[config.mk]
export PLATFORM = sky130hd
export DESIGN_NAME = cpu_state_sequencer
export DESIGN_NICKNAME = d
export VERILOG_FILES = /design/src/rtl/cpu_state_sequencer.sv
export SDC_FILE = /design/constraint.sdc
export NUM_CORES = 1
export LEC_CHECK = 0
export CAP_MARGIN = 40
export CORE_MARGIN = 4
export CORE_UTILIZATION = 44
export DETAILED_ROUTE_END_ITERATION = 12
export PLACE_DENSITY_LB_ADDON = 0.2
export RECOVER_POWER = 25
export SYNTH_ARGS = -nofsm -noshare
export SYNTH_HDL_FRONTEND = slang
export SYNTH_SLANG_ARGS = --single-unit
[constraint.sdc]
create_clock -name clk -period 3.1 [get_ports clk]
set_input_delay 0.62 -clock clk [delete_from_list [all_inputs] [get_ports clk]]
set_output_delay 0.62 -clock clk [all_outputs]
set_load 0.02 [all_outputs]
[src/rtl/cpu_state_sequencer.sv]
// Multicycle state generator for the Avalon-bus MIPS core: FETCH/DECODE/EXEC1/EXEC2/HALT
// with waitrequest holds, stall watchdog and retire counter. Optional SEQ_PERF_COUNTERS_EN adds cycle/stall counters.
//
// state  | meaning
// HALT   | stopped after jump to 0, watchdog expiry or illegal code; left only by reset
// FETCH  | instruction read on Avalon; held while waitrequest
// DECODE | single-cycle decode
// EXEC1  | execute / load; held while mem_read & waitrequest
// EXEC2  | writeback / store; held while mem_write & waitrequest, retires instruction
module cpu_state_sequencer #(
  parameter int STALL_LIMIT = 1024,
  parameter int COUNT_W     = 32
) (
  input  logic               clk,
  input  logic               reset,
  input  logic               mem_read,
  input  logic               mem_write,
  input  logic               waitrequest,
  input  logic [31:0]        pc_next,
  output logic [3:0]         state,
  output logic               active,
  output logic               stalled,
  output logic [COUNT_W-1:0] instr_count,
  output logic               timeout,
  output logic [COUNT_W-1:0] cycle_count,
  output logic [COUNT_W-1:0] stall_count
);

  typedef enum logic [3:0] {
    S_HALT   = 4'd0,
    S_FETCH  = 4'd1,
    S_DECODE = 4'd2,
    S_EXEC1  = 4'd3,
    S_EXEC2  = 4'd4
  } state_t;

  // Timer never needs to exceed STALL_LIMIT: reaching it while stalled halts the core.
  localparam int TW = (STALL_LIMIT > 0) ? $clog2(STALL_LIMIT + 1) : 1;

  state_t          state_q, state_d;
  logic [TW-1:0]   stall_timer;
  logic            wd_hit;
  logic            retire;

  assign state  = state_q;
  assign active = (state_q != S_HALT);

  always_comb begin
    stalled = 1'b0;
    case (state_q)
      S_FETCH: stalled = waitrequest;
      S_EXEC1: stalled = mem_read & waitrequest;
      S_EXEC2: stalled = mem_write & waitrequest;
      default: stalled = 1'b0;
    endcase
  end

  assign wd_hit = (STALL_LIMIT > 0) && stalled && (stall_timer == TW'(STALL_LIMIT));

  always_comb begin
    state_d = state_q;
    retire  = 1'b0;
    case (state_q)
      S_HALT:   state_d = S_HALT;
      S_FETCH:  if (!waitrequest) state_d = S_DECODE;
      S_DECODE: state_d = S_EXEC1;
      S_EXEC1:  if (!(mem_read && waitrequest)) state_d = S_EXEC2;
      S_EXEC2: begin
        if (!(mem_write && waitrequest)) begin
          retire  = 1'b1;
          state_d = (pc_next == 32'h0000_0000) ? S_HALT : S_FETCH;
        end
      end
      default:  state_d = S_HALT;
    endcase
    // A stalled cycle never retires, so the watchdog cannot collide with a retire.
    if (wd_hit) state_d = S_HALT;
  end

  always_ff @(posedge clk) begin
    if (reset) begin
      state_q     <= S_FETCH;
      instr_count <= '0;
      timeout     <= 1'b0;
      stall_timer <= '0;
    end else begin
      state_q <= state_d;
      if (retire) instr_count <= instr_count + 1'b1;
      if (wd_hit) timeout <= 1'b1;
      stall_timer <= stalled ? stall_timer + 1'b1 : '0;
    end
  end

`ifdef SEQ_PERF_COUNTERS_EN
  always_ff @(posedge clk) begin
    if (reset) begin
      cycle_count <= '0;
      stall_count <= '0;
    end else begin
      if (state_q != S_HALT) cycle_count <= cycle_count + 1'b1;
      if (stalled)           stall_count <= stall_count + 1'b1;
    end
  end
`else
  assign cycle_count = '0;
  assign stall_count = '0;
`endif

endmodule

==> impl_metrics.toml, run 1 <==
[status]
outcome = "complete, no violations"

[drt]
dr.pass1.iters = 4
drc_errors = 0
wire_per_inst_um = 12.6
initialDrtViolationCount = 86
drt_wl_total_um = 6240
num_vias = 2524
drtAntennaViolNets = 0
vias_per_cell = 5.11

[final_layout]
final_util_pct = 55.4
num_antenna_cells = 0
fin_area_um2 = 3520
final_common_cell = "clkdlybuf4s50_1"
layout-drive-gt1-share_pct = 5.04
area_growth_pct = 22.7
final_cell_mix = "72 x clkdlybuf4s50_1, 65 x conb_1, 47 x dfxtp_1"
layout.nets = 456

[clocking]
ctsResizeCount = 0
htreeDepth = 2
clock_sinks = 47
holdBufCountCts = 0
cts_buffers = 5
tritoncts = "built"
clock_path_buffers = 2
clk_pin_slew_worst_paths_ns = 0.09
root_buffer = "clkbuf_8"
clk-insertion-delay-late_ns = 0.31
postCtsSetupBuffers = 0

[setup_path]
cpMaxStageDelayCell = "clkdlybuf4s50_1"
cpLargestDelayFamily = "buffers and inverters"
endpoint_kind = "output pin"
cp_max_fo = 6
critical_path_class = "input port to output pin"
crit_buf_inv = 3
cp.required_ns = 2.48
crit_chain = "clkdlybuf4s50_1, nand4b_1, and2_0, inv_1, clkdlybuf4s50_1"
cpMostUsedCell = "clkdlybuf4s50_1"
cp_data_arrival_time_ns = 2.27
crit_path_start_kind = "input port"
max_stage_delay_ns = 0.60

[timing]
hold_viol = 0
max_clock_freq_ghz = 0.346
timing.final.crit_share_pct = 93.2
slew_violations = 0
setup-violations-final = 0
period_needed_ns = 2.89
rsz0062_at_grt = "false"
hold_ws_ns = 0.468
fin_tns_setup_ns = 0
relSlewSlack_pct = 47.0
worst_clock_skew_ns = 0.0121
worstMarginPinSlew_ns = 0.793

[global_routing]
gr-total-overflow = 0
first_global_vias = 2104
antenna_found_initial = 0
grt_pass1_wl_um = 9600
grt_max_degree = 29
track_usage_pct = 15.0

[floorplan]
die_h_um = 88.7
start_util_pct = 45.2
die_w_um = 88.7
dieArea_um2 = 7870
io_pins = 140
design.core.area_um2 = 6350
num_rows = 29

[synth]
yosysWarnings = 0
synthArstFlopShare_pct = 0
synth_flop_cell = "dfxtp_1"
syn_inst = 346
netlist_area_um2 = 2870
synth-edff-count = 0
ys_seq_area_share_pct = 32.8
avgSynthCellArea_um2 = 8.29
yosys.cell_types.count = 43
ys_ff_latch = 47

[run]
cap_violations = 0

[place]
postPlaceCellArea_um2 = 3420
gp_congestion = 0.812
dp_hpwl_um = 4760
portBuffers = 74

[power_and_ir_drop]
ir_drop_mv = 0.264
leakagePower_nw = 1.27
powerDensity_nw_per_um2 = 338

[min_path]
hold_path_class = "register to register"
[stage by stage]
| stage | setup WS (ns) | instances | total power, mW |
|---|---|---|---|
| 2_1_floorplan | 1.03 | 410 | 0.799 |
| 3_3_place_gp | 0.236 | 486 | 0.803 |
| 3_5_place_dp | 0.204 | 486 | 0.804 |
| 4_1_cts | 0.206 | 494 | 1.20 |
| 5_1_grt | 0.0855 | 494 | 1.24 |
| 6_report | 0.212 | 494 | 1.19 |
[worst paths after layout]
path / start / endpoint / slack, ns / cells past startpoint
worst max-delay path: waitrequest / stalled / 0.21 / 5
worst min-delay path: timeout$_SDFFE_PP0P_ / timeout$_SDFFE_PP0P_ / 0.47 / 1
worst max register to register: instr_count[6]$_SDFFE_PP0P_ / instr_count[31]$_SDFFE_PP0P_ / 0.91 / 4
worst min register to register: timeout$_SDFFE_PP0P_ / timeout$_SDFFE_PP0P_ / 0.47 / 1
[Yosys cell counts, drive strengths merged (2+ instances only)]
library cell	instances	share of area [%]
nor4	16	3.5
o31ai	10	2.6
clkbuf	10	1.3
o41ai	2	0.61
a21oi	20	3.5
ha	3	1.3
nand2	18	2.4
o21a	3	0.79
and3	3	0.65
or4	11	2.9
nor2	25	3.3
xnor2	5	1.5
nand3	18	3.1
buf	69	18
nand4b	2	0.61
or3	8	1.7
and2	3	0.65
nor3b	2	0.92
nor3	3	0.52
mux2	6	2.4
nor2b	6	1.3
o21ai	9	1.6
inv	6	0.79
xor2	9	2.7
nand4	16	4.2
dfxtp	47	33
and4	6	1.8
[final cells by class]
class,instances,area (um^2)
fill,602,2830
multi-input combinational,278,1590
sequential,47,941
timing repair buffer,78,767
tap,77,96.3
clock buffer,6,82.6
inverter,6,22.5
clock inverter,2,16.3
[cells by family after synthesis]
logic type               Yosys count  synth area share [%]
other                              1                 0.131
multiplexers                       6                  2.36
AND/OR/NAND/NOR                  140                  28.4
buffers and inverters             85                  20.0
XOR/XNOR                          14                  4.28
flip-flops                        47                  32.8
adder cells (fa/ha/maj)            3                  1.31
AO/OA/AOI/OAI                     50                  10.7
[flip-flops by register name (all words and copies together), names as in the netlist]
signal       count
instr_count     32
stall_timer     11
state            3
timeout          1
[routing by layer]
layer,track usage [%],part of all wire (%),up-vias
met4,6.46,2.2,0
met2,24.2,45,110
met3,2.51,9.3,8
met5,0,0,-
met1,19.8,43,1148
li1,-,-,1258
[power breakdown]
part           internal, mW  switching [mW]
clock network         0.182           0.218
logic                0.0631           0.110
registers             0.608         0.00951
total                 0.853           0.338
No activity file was read; power rests on OpenSTA's default activity.
==> run 2: changes to the inputs <==
--- a/config.mk
+++ b/config.mk
@@ -9,6 +9,7 @@
 export CORE_MARGIN = 4
 export CORE_UTILIZATION = 44
 export DETAILED_ROUTE_END_ITERATION = 12
+export HOLD_SLACK_MARGIN = 0.06
 export PLACE_DENSITY_LB_ADDON = 0.2
 export RECOVER_POWER = 25
 export SYNTH_ARGS = -nofsm -noshare
==> results of run 2 <==
No change in the layout: final DEF, timing and power equal those of run 1.
==> run 3: changes to the inputs <==
--- a/config.mk
+++ b/config.mk
@@ -12,6 +12,7 @@
 export HOLD_SLACK_MARGIN = 0.06
 export PLACE_DENSITY_LB_ADDON = 0.2
 export RECOVER_POWER = 25
+export SETUP_SLACK_MARGIN = 0.5
 export SYNTH_ARGS = -nofsm -noshare
 export SYNTH_HDL_FRONTEND = slang
 export SYNTH_SLANG_ARGS = --single-unit
==> run 3 against run 2 <==
  * Setup slack improved by 0.35 ns
  * Combinational power barely moved
  * Non-clock buffer count did not move
  * Clock-buffer cell count did not move
  * Maximum frequency rose by 14%
  * Cell count did not move
  * Global-route usage did not move
==> impl_metrics.toml, run 3 (synthesized netlist as in run 1, its figures left out) <==
[clocking]
holdBufCountCts = 0
postCtsSetupBuffers = 0
root_buffer = "clkbuf_8"
clock_sinks = 47
cts_buffers = 5
tritoncts = "built"
clk_pin_slew_worst_paths_ns = 0.09
clk-insertion-delay-late_ns = 0.31
htreeDepth = 2
clock_path_buffers = 2

[final_layout]
fillers = 603
layout.nets = 456
fin_area_um2 = 3520
final_util_pct = 55.4
area_growth_pct = 22.7
final_common_cell = "clkdlybuf4s50_1"
multi_input_area_um2 = 1590
largest_reg_flops = 32
final_cell_mix = "70 x clkdlybuf4s50_1, 65 x conb_1, 47 x dfxtp_1"
layout-drive-gt1-share_pct = 5.52
num_antenna_cells = 0
top_register = "instr_count"
register_area_um2 = 941

[global_routing]
grt_pass1_wl_um = 9600
grt_max_degree = 29
first_global_vias = 2104
track_usage_pct = 15.0
antenna_found_initial = 0
gr-total-overflow = 0

[drt]
drt_wl_total_um = 6230
drc_errors = 0
dr.pass1.iters = 4
drtAntennaViolNets = 0
vias_per_cell = 5.10
initialDrtViolationCount = 86
num_vias = 2520
wire_per_inst_um = 12.6

[setup_path]
cp_max_fo = 19
crit_path_start_kind = "input port"
critPathLaunch = "waitrequest"
endpoint_kind = "register"
r2r_slack_ns = 0.90
rr_startpoint = "instr_count[6]$_SDFFE_PP0P_"
critical_path_class = "input port to register"
r2r_end = "instr_count[31]$_SDFFE_PP0P_"
cp.required_ns = 3.34
cp_data_arrival_time_ns = 2.78
rr_worst_depth = 4
crit_end = "instr_count[22]$_SDFFE_PP0P_"

[place]
portBuffers = 74
dpl_worst_slack_ns = 0.204
dp_hpwl_um = 4760
gp_congestion = 0.812
postPlaceCellArea_um2 = 3420

[timing]
timing.final.crit_share_pct = 82.0
hold_viol = 0
relSlewSlack_pct = 46.6
fin_tns_setup_ns = 0
worstMarginPinSlew_ns = 0.800
max_clock_freq_ghz = 0.394
setup-violations-final = 0
worst_clock_skew_ns = 0.0119
period_needed_ns = 2.54
slew_violations = 0
worst_slack_ns = 0.559
rsz0062_at_grt = "false"

[floorplan]
die_w_um = 88.7
die_h_um = 88.7
io_pins = 140
start_util_pct = 45.2
dieArea_um2 = 7870
num_rows = 29
design.core.area_um2 = 6350

[power_and_ir_drop]
ir_drop_mv = 0.264
powerDensity_nw_per_um2 = 338
power_mw = 1.19
leakagePower_nw = 1.28

[min_path]
hold_path_class = "register to register"

[status]
outcome = "complete, no violations"

[run]
cap_violations = 0
==> run 3: area by class of cell <==
cell class	instances	area share, %
well taps	77	2.74
flip-flops and latches	47	26.7
clock inverters	2	0.462
inverters	6	0.640
multi-input cells	278	45.3
repair buffers	78	21.8
clock buffers	6	2.35
==> run 3: worst min-delay path by stage <==
stage                              start                        end  slack [ns]  depth (start not counted)
6_report            timeout$_SDFFE_PP0P_       timeout$_SDFFE_PP0P_        0.47                          1
5_1_grt             timeout$_SDFFE_PP0P_       timeout$_SDFFE_PP0P_        0.50                          1
4_1_cts             timeout$_SDFFE_PP0P_       timeout$_SDFFE_PP0P_        0.48                          1
3_5_place_dp        timeout$_SDFFE_PP0P_       timeout$_SDFFE_PP0P_        0.46                          1
3_3_place_gp        timeout$_SDFFE_PP0P_       timeout$_SDFFE_PP0P_        0.45                          1
2_1_floorplan  stall_timer[0]$_SDFF_PP0_  stall_timer[0]$_SDFF_PP0_        0.45                          1
==> run 3: repair_timing <==
| action | 4_1_cts | 5_1_grt |
|---|---|---|
| resized for setup | 2 | 1 |
| pin swaps | 0 | 0 |
| setup endpoints to repair | 1 | 1 |
==> run 3: metrics by stage <==
| step | std cells | hold slack (ns) |
|---|---|---|
| final | 494 | 0.468 |
| after global placement | 486 | 0.451 |
| after CTS | 494 | 0.479 |
| after floorplan | 410 | 0.453 |
| after detailed placement | 486 | 0.458 |
| after global routing | 494 | 0.501 |
==> run 3: metal layers <==
layer,vias up,global-route usage [%],routed length (um)
met2,107,24.2,2820
met5,-,0,0
met1,1146,19.8,2690
met4,0,6.46,137
li1,1259,-,-
met3,8,2.51,572
==> run 3: report_power, final <==
part | total, mW | switching [mW] | internal, mW
Sequential | 0.617 | 0.00951 | 0.608
Clock | 0.400 | 0.218 | 0.182
Combinational | 0.172 | 0.110 | 0.0614
Total | 1.19 | 0.338 | 0.852
==> run 3: worst max-delay path: stages <==
cell and delay (ns):
dlygate4sd3_1 0.61, a21boi_0 0.21, buf_4 0.18, nand4_2 0.38, or4_1 0.62, a21oi_1 0.15
